===== config.mk =====
export PLATFORM = sky130hd
export DESIGN_NAME = ex_stage_md
export DESIGN_NICKNAME = d
export VERILOG_FILES = /design/src/rtl/ex_stage_md.sv
export SDC_FILE = /design/constraint.sdc
export NUM_CORES = 1
export LEC_CHECK = 0
export ABC_AREA = 1
export CAP_MARGIN = 40
export CORE_AREA = 2 2 258 260
export CTS_CLUSTER_DIAMETER = 40
export DETAILED_ROUTE_END_ITERATION = 7
export DIE_AREA = 0 0 260 262
export PLACE_DENSITY = 0.57
export SYNTH_ARGS = -nofsm -noshare
export SYNTH_HDL_FRONTEND = slang
export SYNTH_SLANG_ARGS = --single-unit
export TNS_END_PERCENT = 1

===== constraint.sdc =====
create_clock -name clk -period 13.1 [get_ports clk]
set_input_delay 1.965 -clock clk [delete_from_list [all_inputs] [get_ports clk]]
set_output_delay 1.965 -clock clk [all_outputs]
set_load 0.02 [all_outputs]

===== src/rtl/ex_stage_md.sv =====
`default_nettype none
// ============================================================================
// Module   : ex_stage_md
// Purpose  : RV32 execute stage with MEM/WB forwarding, ALU operand select and
//            an iterative shift-add / restoring-divide RV32M unit.
// Revision : 1.0  initial release
// ============================================================================
module ex_stage_md #(
    parameter int XLEN   = 32,
    parameter int FWD_EN = 1,
    parameter int MD_EN  = 1
) (
    input  logic            clk,
    input  logic            reset,
    input  logic            valid_ex,
    input  logic            flush_ex,
    input  logic [3:0]      ALUCode_ex,
    input  logic            MDEn_ex,
    input  logic [2:0]      MDOp_ex,
    input  logic            ALUSrcA_ex,
    input  logic [1:0]      ALUSrcB_ex,
    input  logic [XLEN-1:0] Imm_ex,
    input  logic [XLEN-1:0] PC_ex,
    input  logic [4:0]      rs1Addr_ex,
    input  logic [4:0]      rs2Addr_ex,
    input  logic [XLEN-1:0] rs1Data_ex,
    input  logic [XLEN-1:0] rs2Data_ex,
    input  logic [XLEN-1:0] ALUResult_mem,
    input  logic [4:0]      rdAddr_mem,
    input  logic            RegWrite_mem,
    input  logic [XLEN-1:0] RegWriteData_wb,
    input  logic [4:0]      rdAddr_wb,
    input  logic            RegWrite_wb,
    output logic [XLEN-1:0] Result_ex,
    output logic [XLEN-1:0] MemWriteData_ex,
    output logic            stall_ex
);

    // ALU operation encoding shared with the decoder
    localparam logic [3:0] c_ALU_ADD  = 4'd0;
    localparam logic [3:0] c_ALU_SUB  = 4'd1;
    localparam logic [3:0] c_ALU_SLL  = 4'd2;
    localparam logic [3:0] c_ALU_SLT  = 4'd3;
    localparam logic [3:0] c_ALU_SLTU = 4'd4;
    localparam logic [3:0] c_ALU_XOR  = 4'd5;
    localparam logic [3:0] c_ALU_SRL  = 4'd6;
    localparam logic [3:0] c_ALU_SRA  = 4'd7;
    localparam logic [3:0] c_ALU_OR   = 4'd8;
    localparam logic [3:0] c_ALU_AND  = 4'd9;
    localparam logic [3:0] c_ALU_PASSB = 4'd10;

    localparam int c_SHW = $clog2(XLEN);
    localparam int c_CW  = $clog2(XLEN + 1);

    typedef enum logic [1:0] {
        S_IDLE = 2'd0,
        S_BUSY = 2'd1,
        S_DONE = 2'd2
    } md_state_t;

    logic [XLEN-1:0]  w_rs1_fwd;
    logic [XLEN-1:0]  w_rs2_fwd;
    logic [XLEN-1:0]  w_op_a;
    logic [XLEN-1:0]  w_op_b;
    logic [XLEN-1:0]  w_alu;
    logic [c_SHW-1:0] w_shamt;
    logic             w_md_done;
    logic [XLEN-1:0]  w_md_result;

    generate
        if (FWD_EN != 0) begin : g_fwd
            // MEM stage holds the younger result, so it wins over WB
            always_comb begin
                w_rs1_fwd = rs1Data_ex;
                if (RegWrite_mem && (rdAddr_mem != 5'd0) && (rdAddr_mem == rs1Addr_ex))
                    w_rs1_fwd = ALUResult_mem;
                else if (RegWrite_wb && (rdAddr_wb != 5'd0) && (rdAddr_wb == rs1Addr_ex))
                    w_rs1_fwd = RegWriteData_wb;

                w_rs2_fwd = rs2Data_ex;
                if (RegWrite_mem && (rdAddr_mem != 5'd0) && (rdAddr_mem == rs2Addr_ex))
                    w_rs2_fwd = ALUResult_mem;
                else if (RegWrite_wb && (rdAddr_wb != 5'd0) && (rdAddr_wb == rs2Addr_ex))
                    w_rs2_fwd = RegWriteData_wb;
            end
        end else begin : g_no_fwd
            assign w_rs1_fwd = rs1Data_ex;
            assign w_rs2_fwd = rs2Data_ex;
        end
    endgenerate

    assign MemWriteData_ex = w_rs2_fwd;
    assign w_op_a = ALUSrcA_ex ? PC_ex : w_rs1_fwd;

    always_comb begin
        case (ALUSrcB_ex)
            2'd0:    w_op_b = w_rs2_fwd;
            2'd1:    w_op_b = Imm_ex;
            2'd2:    w_op_b = XLEN'(4);
            default: w_op_b = '0;
        endcase
    end

    assign w_shamt = w_op_b[c_SHW-1:0];

    always_comb begin
        case (ALUCode_ex)
            c_ALU_ADD:   w_alu = w_op_a + w_op_b;
            c_ALU_SUB:   w_alu = w_op_a - w_op_b;
            c_ALU_SLL:   w_alu = w_op_a << w_shamt;
            c_ALU_SLT:   w_alu = {{(XLEN-1){1'b0}}, ($signed(w_op_a) < $signed(w_op_b))};
            c_ALU_SLTU:  w_alu = {{(XLEN-1){1'b0}}, (w_op_a < w_op_b)};
            c_ALU_XOR:   w_alu = w_op_a ^ w_op_b;
            c_ALU_SRL:   w_alu = w_op_a >> w_shamt;
            c_ALU_SRA:   w_alu = $unsigned($signed(w_op_a) >>> w_shamt);
            c_ALU_OR:    w_alu = w_op_a | w_op_b;
            c_ALU_AND:   w_alu = w_op_a & w_op_b;
            c_ALU_PASSB: w_alu = w_op_b;
            default:     w_alu = w_op_a + w_op_b;
        endcase
    end

    generate
        if (MD_EN != 0) begin : g_md
            md_state_t       r_state;
            logic [c_CW-1:0] r_cnt;
            logic [2:0]      r_op;
            logic [XLEN-1:0] r_dvsr;
            logic [XLEN-1:0] r_hi;
            logic [XLEN-1:0] r_lo;
            logic            r_neg_q;
            logic            r_neg_r;

            logic            w_start;
            logic            w_a_neg;
            logic            w_b_neg;
            logic [XLEN-1:0] w_a_mag;
            logic [XLEN-1:0] w_b_mag;
            logic [XLEN:0]   w_mul_sum;
            logic [XLEN:0]   w_div_sh;
            logic            w_div_ge;
            logic [XLEN-1:0] w_div_diff;
            logic [2*XLEN-1:0] w_prod;
            logic [XLEN-1:0] w_quo;
            logic [XLEN-1:0] w_rem;

            assign w_start = (r_state == S_IDLE) && valid_ex && MDEn_ex && !flush_ex;

            // rs1 is signed for MULH/MULHSU/DIV/REM, rs2 for MULH/DIV/REM
            assign w_a_neg = w_rs1_fwd[XLEN-1] &&
                             ((MDOp_ex == 3'd1) || (MDOp_ex == 3'd2) ||
                              (MDOp_ex == 3'd4) || (MDOp_ex == 3'd6));
            assign w_b_neg = w_rs2_fwd[XLEN-1] &&
                             ((MDOp_ex == 3'd1) || (MDOp_ex == 3'd4) || (MDOp_ex == 3'd6));
            assign w_a_mag = w_a_neg ? -w_rs1_fwd : w_rs1_fwd;
            assign w_b_mag = w_b_neg ? -w_rs2_fwd : w_rs2_fwd;

            assign w_mul_sum  = {1'b0, r_hi} + (r_lo[0] ? {1'b0, r_dvsr} : '0);
            assign w_div_sh   = {r_hi, r_lo[XLEN-1]};
            assign w_div_ge   = (w_div_sh >= {1'b0, r_dvsr});
            assign w_div_diff = w_div_sh[XLEN-1:0] - r_dvsr;

            always_ff @(posedge clk) begin
                if (reset) begin
                    r_state <= S_IDLE;
                    r_cnt   <= '0;
                    r_op    <= '0;
                    r_dvsr  <= '0;
                    r_hi    <= '0;
                    r_lo    <= '0;
                    r_neg_q <= 1'b0;
                    r_neg_r <= 1'b0;
                end else begin
                    case (r_state)
                        S_IDLE: begin
                            if (w_start) begin
                                r_op    <= MDOp_ex;
                                r_dvsr  <= w_b_mag;
                                r_hi    <= '0;
                                r_lo    <= w_a_mag;
                                // a zero divisor keeps the all-ones quotient un-negated
                                r_neg_q <= (w_a_neg ^ w_b_neg) &&
                                           !(MDOp_ex[2] && (w_rs2_fwd == '0));
                                r_neg_r <= w_a_neg;
                                r_cnt   <= c_CW'(XLEN);
                                r_state <= S_BUSY;
                            end
                        end
                        S_BUSY: begin
                            if (flush_ex) begin
                                r_state <= S_IDLE;
                                r_cnt   <= '0;
                            end else begin
                                if (r_op[2]) begin
                                    r_hi <= w_div_ge ? w_div_diff : w_div_sh[XLEN-1:0];
                                    r_lo <= {r_lo[XLEN-2:0], w_div_ge};
                                end else begin
                                    r_hi <= w_mul_sum[XLEN:1];
                                    r_lo <= {w_mul_sum[0], r_lo[XLEN-1:1]};
                                end
                                r_cnt <= r_cnt - c_CW'(1);
                                if (r_cnt == c_CW'(1))
                                    r_state <= S_DONE;
                            end
                        end
                        S_DONE:  r_state <= S_IDLE;
                        default: r_state <= S_IDLE;
                    endcase
                end
            end

            assign w_prod = r_neg_q ? -{r_hi, r_lo} : {r_hi, r_lo};
            assign w_quo  = r_neg_q ? -r_lo : r_lo;
            assign w_rem  = r_neg_r ? -r_hi : r_hi;

            always_comb begin
                case (r_op)
                    3'd0:         w_md_result = w_prod[XLEN-1:0];
                    3'd1, 3'd2,
                    3'd3:         w_md_result = w_prod[2*XLEN-1:XLEN];
                    3'd4, 3'd5:   w_md_result = w_quo;
                    default:      w_md_result = w_rem;
                endcase
            end

            assign w_md_done = (r_state == S_DONE) && !flush_ex;
            assign stall_ex  = w_start || ((r_state == S_BUSY) && !flush_ex);
        end else begin : g_no_md
            assign w_md_done   = 1'b0;
            assign w_md_result = '0;
            assign stall_ex    = 1'b0;
        end
    endgenerate

    assign Result_ex = w_md_done ? w_md_result : w_alu;

endmodule
`default_nettype wire


# Word-level counts from Yosys, hierarchy flattened
# Cells that the tools add are included.
[op_classes]
add_sub_neg = 10
n_lt_le_gt_ge = 3
n_eq_ne = 31
n_shift = 3
muxes = 31
bitwise = 4
n_reduce_logical = 36
[op_table]
columns = ["operator", "n"]
rows = [
  ["two-way mux 32 bit", 18],
  ["case mux 32 bit (10 select lines)", 1],
  ["case mux 32 bit (3 select lines)", 2],
  ["negation 32 bit", 4],
  ["case mux 32 bit (2 select lines)", 2],
  ["< comparator 32 bit", 2],
  ["two-way mux 64 bit", 1],
  ["negation 64 bit", 1],
  ["subtractor 32 bit", 2],
  ["adder 32 x 32 -> 33 bit", 1],
  [">= comparator 33 x 32 -> 1 bit", 1],
  ["adder 32 bit", 1],
  ["bitwise AND 32 bit", 1],
  ["zero test 32 bit", 1],
  ["OR 32 bit", 1],
  ["left shift 32 x 5 -> 32 bit", 1],
  ["right shift 32 x 5 -> 32 bit", 1],
  [">>> shifter 32 x 5 -> 32 bit", 1],
  ["XOR 32 bit", 1],
  ["== test 5 bit", 4],
  ["== test 4 x 3 -> 1 bit (second input constant)", 4],
  ["logical AND 1 bit", 15],
  ["== test 3 bit (second input constant)", 4],
  ["== test 4 bit (second input constant)", 3],
  ["25 further kinds", 45],
]
[word_totals]
ff_bits = 109
word_cells = 126

# Longest topological paths before layout
[depth]
depth_word = 9
mapped_depth = 32
depth_no_buf = 30

# Least setup slack after synthesis
# Ideal clock, no wire load.
[synth_timing]
path_type = "input to output"
startpoint = "input rs2Addr_ex[3]"
endpoint = "output Result_ex[22]"
arrival_time_ns = 5.631
path_slack_ns = 5.504
path_stages = 27
cell_sequence = "xor2_1 -> nor2_2 -> nand3_4 -> buf_6 -> o211ai_2 -> o21ai_2 -> o21ai_4 -> inv_2 -> buf_6 -> buf_2 -> ha_1 -> inv_1 -> a21oi_1 -> nand2_1 -> a21oi_1 -> o21ai_1 -> a21oi_1 -> o21ai_1 -> a21boi_0 -> o21ai_1 -> xor2_1 -> nand2_1 -> nand2_1 -> inv_1 -> nand3_1 -> nand2_1 -> inv_1"
[synth_via]
elab_chain_len = 8
[synth_lines]
columns = ["element", "line_no", "rtl"]
rows = [
  ["start: declaration", "25", "input logic [4:0] rs2Addr_ex,"],
  ["== test 5 bit", "83", "else if (RegWrite_wb && (rdAddr_wb != 5'd0) && (rdAddr_wb == rs2Addr_ex))"],
  ["logical AND 1 bit", "83", ""],
  ["two-way mux 32 bit", "83", ""],
  ["two-way mux 32 bit *", "81", "if (RegWrite_mem && (rdAddr_mem != 5'd0) && (rdAddr_mem == rs2Addr_ex))"],
  ["case mux 32 bit (3 select lines) *", "96", "case (ALUSrcB_ex)"],
  ["adder 32 bit (tied with other cells)", "108, 119", ""],
  ["case mux 32 bit (10 select lines) *", "107", "case (ALUCode_ex)"],
  ["two-way mux 32 bit *", "235", "assign Result_ex = w_md_done ? w_md_result : w_alu;"],
  ["end: declaration", "34", "output logic [XLEN-1:0] Result_ex,"],
]
# Mark *: on every way between the ends. The rest lies on a longest branch, timed or not.

# Final worst setup path
[layout_timing]
startpoint = "input rdAddr_wb[2]"
endpoint = "output Result_ex[15]"
[layout_via]
elab_chain_len = 9
[layout_lines]
columns = ["element", "line_no", "rtl"]
rows = [
  ["start: declaration", "32", "input logic [4:0] rdAddr_wb,"],
  ["nonzero test 5 bit", "77, 83", ""],
  ["logical AND 1 bit", "77, 83", ""],
  ["logical AND 1 bit (on tied branches)", "83, 77", ""],
  ["two-way mux 32 bit (on tied branches)", "83, 77", ""],
  ["two-way mux 32 bit (on tied branches)", "81, 75", ""],
  ["case mux 32 bit (3 select lines) or two-way mux 32 bit (tied branches)", "96, 93", ""],
  ["adder 32 bit (tied with other cells)", "108, 119", ""],
  ["case mux 32 bit (10 select lines) *", "107", ""],
  ["two-way mux 32 bit *", "235", ""],
]
# Marks and branches as above.

==> results list <==
- Boundary pin count: 294
* Number of antenna violations at the first check in global routing: 4
- The die covers 68120 sq um.
* Max Root-Sink Buffers: 2
- A synthesized cell averages 5.384 sq um.
* Hold Crit Endpoint: g_md.r_cnt[4]
- Yosys top cell area share: 16.27%
* Worst hold path startpoint: g_md.r_cnt[4]
* Layout-stage area growth over the synthesis result: 14.13%
* Clock buffers created by TritonCTS: 9
* Net count of the mapped netlist: 5229
- Worst Hold Path Cells: 2
- Capture point of the worst reg-to-reg path: g_md.r_hi[16]
- Standard-cell rows: 94
- By instance count, the leading cell after synthesis is sky130_fd_sc_hd__nand2_1.
- XOR/XNOR share of the synthesized area: 3.975%
* Number of clock sinks: 109
- Data on the critical path is required at its endpoint by 11.14 ns.
* Largest cells by area after synthesis: sky130_fd_sc_hd__nand2_1, sky130_fd_sc_hd__nand3_1, sky130_fd_sc_hd__inv_1
- Summed over all cells, the static leakage comes to 14.30 nW.
* Worst min-delay path class: flop to flop
- Buffers placed on the I/O ports in this run total 293.
* Switching part of the total: 55.56%
- After detailed routing, the number of vias per cell comes to 6.002.
- Most frequent cells after synthesis: sky130_fd_sc_hd__nand2_1, sky130_fd_sc_hd__inv_1, sky130_fd_sc_hd__nand3_1, sky130_fd_sc_hd__a21oi_1, sky130_fd_sc_hd__nor2_1
- In this run, the number of DRC markers left after iteration 0 of detailed routing was 4662.
- VDD sags by at most 0.07545 mV.
- Via count: 34.90k
- Chip width: 260 microns
- Once detailed placement completed, the half-perimeter wirelength came to 119.2 mm.
* Max H-tree Level: 3
* Wire length of the first global-routing pass: 211.8 mm
- The clock network burns 15.0% of the power.
- The worst path needs 11.13 ns of the cycle, external delays included.
* Fin. max-slew vios: 0
- Number of global-route vias before repair: 32.37k
- Post-layout instance area: 29670 sq um
- Kind of launch point of the worst setup path: input pin
- Most used DFF post-synth: sky130_fd_sc_hd__dfxtp_1
- Across the run, the number of max-cap violations was 0.
- Gpl congestion: 1.082
* Cell taking the most area after synthesis: sky130_fd_sc_hd__nand2_1
- Post-route ant nets: 0
- Global routing finished with a remaining overflow of 0.
- Internal power contribution: 0.9079 mW
- Clock latency at the later pin of the worst-skew pair: 0.40 ns
- The clock arrives with 0.01576 ns of skew.
* Critical path data arrival time: 9.16 ns
- Post-CTS clock slew at the launch and capture registers of the worst setup and hold paths: 0.09 ns
* Hold Vio Cnt, Final: 0
- After synthesis the cells add up to 26000 sq um.
- Summed over all layers, the routed wires come to 147.0 mm.
- Outcome: complete, but fails checks
* RSZ-0062 raised after global routing: no
- Hold buffer count at cts: 0
- Synth Warn #: 0
* Post-Place Cell Area: 29340 sq um
- Net switching power: 1.135 mW
- Registers are responsible for 18.1% of the overall power.
- Once the floorplan was initialized, standard cells occupied 39.83% of the core.
- In the routed design, unresolved DRC markers number 1.
- Multiplexer area fraction after synthesis: 0%
- Reg2reg path depth: 20
* Placeable core region: 65280 sq um
* Sequential-to-total area share from yosys stat: 8.393%
- For this run, the total global-route usage over all layers was measured as 41.76%.
- Crit Path Class: input pin to output port
* Worst-margin pin slew: 0.9380 ns
- Simple-gate share of the synthesized area: 41.86%
- After Yosys synthesis, full adders, half adders and majority gates account for 8.345% of the synthesized area.
* Post-synthesis cell count: 4829
* Critical path peak fanout: 60
- Violated checks: design-rule violations
- For this run, the top clock speed supported by timing is 89.85 MHz.
* Post-synthesis async set-or-reset flop share: 0%
- Post-DR wirelength/cell: 25.27 microns
- Compound-gate portion of the synthesized area: 23.35%
- Post-CTS Setup Inserts: 0
* Maximum number of pins on one net before global-route repair: 77
* Number of synthesized flops with an enable pin: 0
- Number of nets in the layout: 5342
- Adding up every negative setup slack in the final design gives 0 ns.
- The worst register-to-register path has a setup slack of 8.82 ns.
* Share of cells above drive strength 1: 4.831%
- Beginning of the worst register-to-register path: g_md.r_lo[31]
- Setup violations remaining at the end of the flow were counted as 0.
* Post_cts resized: 0
- The synthesized design contains 109 register bits.
* Power density cells: 68.85 nW/um^2
- Combinational cells account for 66.9% of the total power.
* Combinational family with the most area after synthesis: simple AND/OR/NAND/NOR gates
* Post-synthesis cell type count: 66
- Critical Path Sink Type: output port
- The worst path uses 84.96% of the clock period.
- TritonCTS built the clock tree.
- The first detailed-routing pass took 8 iterations.
- The floorplan step set the die height to 262 microns.
- Measured against its own limit, the worst slew margin works out to 37.05%.
* Root Buffer: sky130_fd_sc_hd__clkbuf_16
* Total design power: 2.043 mW
==> worst max-delay path by stage <==
stage	from	endpoint	slack, ns
final	rdAddr_wb[2]	Result_ex[15]	1.97
after global routing	rdAddr_wb[4]	Result_ex[26]	1.66
after CTS	rdAddr_wb[4]	Result_ex[15]	2.24
after detailed placement	rdAddr_wb[4]	Result_ex[15]	2.26
after global placement	rdAddr_wb[4]	Result_ex[15]	2.28
after floorplan	rs2Addr_ex[3]	Result_ex[22]	5.50
==> sequential cells by signal (all words and copies together), names as in the netlist <==
name          flops
g_md.r_neg_q      1
g_md.r_op         3
g_md.r_state      2
g_md.r_hi        32
g_md.r_neg_r      1
g_md.r_dvsr      32
g_md.r_cnt        6
g_md.r_lo        32
==> per-layer routing <==
layer | wire (microns) | track usage, % | part of all wire (%) | vias to the layer above
met5 | 9 | 0 | 0.0061 | -
met3 | 12610 | 7.041 | 8.6 | 374
met4 | 11590 | 29.12 | 7.9 | 2
li1 | - | - | - | 16360
met1 | 56480 | 49.80 | 38 | 16350
met2 | 66280 | 68.48 | 45 | 1826
==> layout by cell type, fill, tap and decap left out, types with 21 or more instances in the layout <==
cell type                         Yosys  layout
sky130_fd_sc_hd__o22ai_1             36      36
sky130_fd_sc_hd__nor4_1              23      23
sky130_fd_sc_hd__dfxtp_1            109     107
sky130_fd_sc_hd__xnor2_1             34      34
sky130_fd_sc_hd__ha_1               167     167
sky130_fd_sc_hd__nand4_1             99      99
sky130_fd_sc_hd__nand2_1           1127    1127
sky130_fd_sc_hd__clkdlybuf4s50_1      0     292
sky130_fd_sc_hd__inv_1              629     629
sky130_fd_sc_hd__a21oi_1            422     422
sky130_fd_sc_hd__nor2_1             418     415
sky130_fd_sc_hd__o21ai_1             48      48
sky130_fd_sc_hd__nor3_1              50      49
sky130_fd_sc_hd__inv_2               21      21
sky130_fd_sc_hd__o211ai_1            84      84
sky130_fd_sc_hd__buf_4               17      47
sky130_fd_sc_hd__nand3_1            595     595
sky130_fd_sc_hd__a31oi_1             30      30
sky130_fd_sc_hd__o21ai_0            320     320
sky130_fd_sc_hd__xor2_1              84      84
sky130_fd_sc_hd__or2_2               57      57
==> power by group through the flow <==
stage	registers, mW	clock network, mW	logic (mW)
after global placement	0.377	0	1.32
after floorplan	0.363	0	0.809
after global routing	0.371	0.324	1.46
after CTS	0.369	0.313	1.32
final	0.370	0.307	1.37
after detailed placement	0.377	0	1.31
==> stage by stage <==
stage	util [%]	setup WS [ns]	hold WS, ns	instances
after global routing	45.45	1.657	0.5121	5813
after CTS	45.44	2.241	0.4739	5811
after floorplan	-	5.504	0.4439	4829
after global placement	44.72	2.284	0.4566	5786
after detailed placement	44.96	2.257	0.4595	5795
final	45.46	1.971	0.4760	5815
==> cell type report <==
type | count | area (sq um)
diodes | 4 | 10.01
clock buffers | 9 | 225.2
clock inverters | 7 | 93.84
fillers | 7424 | 35600
inverters | 661 | 2482
multi-input cells | 3814 | 20180
flip-flops and latches | 109 | 2185
well taps | 864 | 1081
repair buffers | 347 | 3416
==> worst max-delay path: stages <==
cell and delay, ns:
sky130_fd_sc_hd__clkdlybuf4s50_1 0.55, sky130_fd_sc_hd__nor2_1 0.06, sky130_fd_sc_hd__nand3_1 0.06, sky130_fd_sc_hd__nand2_1 0.06
sky130_fd_sc_hd__inv_2 0.56, sky130_fd_sc_hd__nand3_4 0.72, sky130_fd_sc_hd__o211ai_1 0.45, sky130_fd_sc_hd__o21ai_2 0.15
sky130_fd_sc_hd__inv_2 0.08, sky130_fd_sc_hd__nand2_1 0.05, sky130_fd_sc_hd__nand2_1 0.45, sky130_fd_sc_hd__inv_2 0.41
sky130_fd_sc_hd__ha_1 0.52, sky130_fd_sc_hd__a21oi_1 0.23, sky130_fd_sc_hd__o21ai_0 0.15, sky130_fd_sc_hd__nand2_1 0.09
sky130_fd_sc_hd__nand2_1 0.09, sky130_fd_sc_hd__a31oi_1 0.56, sky130_fd_sc_hd__inv_1 0.09, sky130_fd_sc_hd__a21o_1 0.19
sky130_fd_sc_hd__o21ai_0 0.16, sky130_fd_sc_hd__nand4_1 0.29, sky130_fd_sc_hd__a21oi_1 0.22, sky130_fd_sc_hd__nand3_1 0.14
sky130_fd_sc_hd__nand3_1 0.18, sky130_fd_sc_hd__nand2_1 0.09, sky130_fd_sc_hd__clkdlybuf4s50_1 0.54
==> cells by family (layout without fill, tap and decap cells) <==
group | Yosys count | after routing
other | 0 | 4
buffers and inverters | 906 | 1024
flip-flops | 109 | 109
AO/OA/AOI/OAI | 1066 | 1066
adder cells (fa/ha/maj) | 171 | 171
AND/OR/NAND/NOR | 2459 | 2459
XOR/XNOR | 118 | 118
No activity file was read; power rests on OpenSTA's default activity.
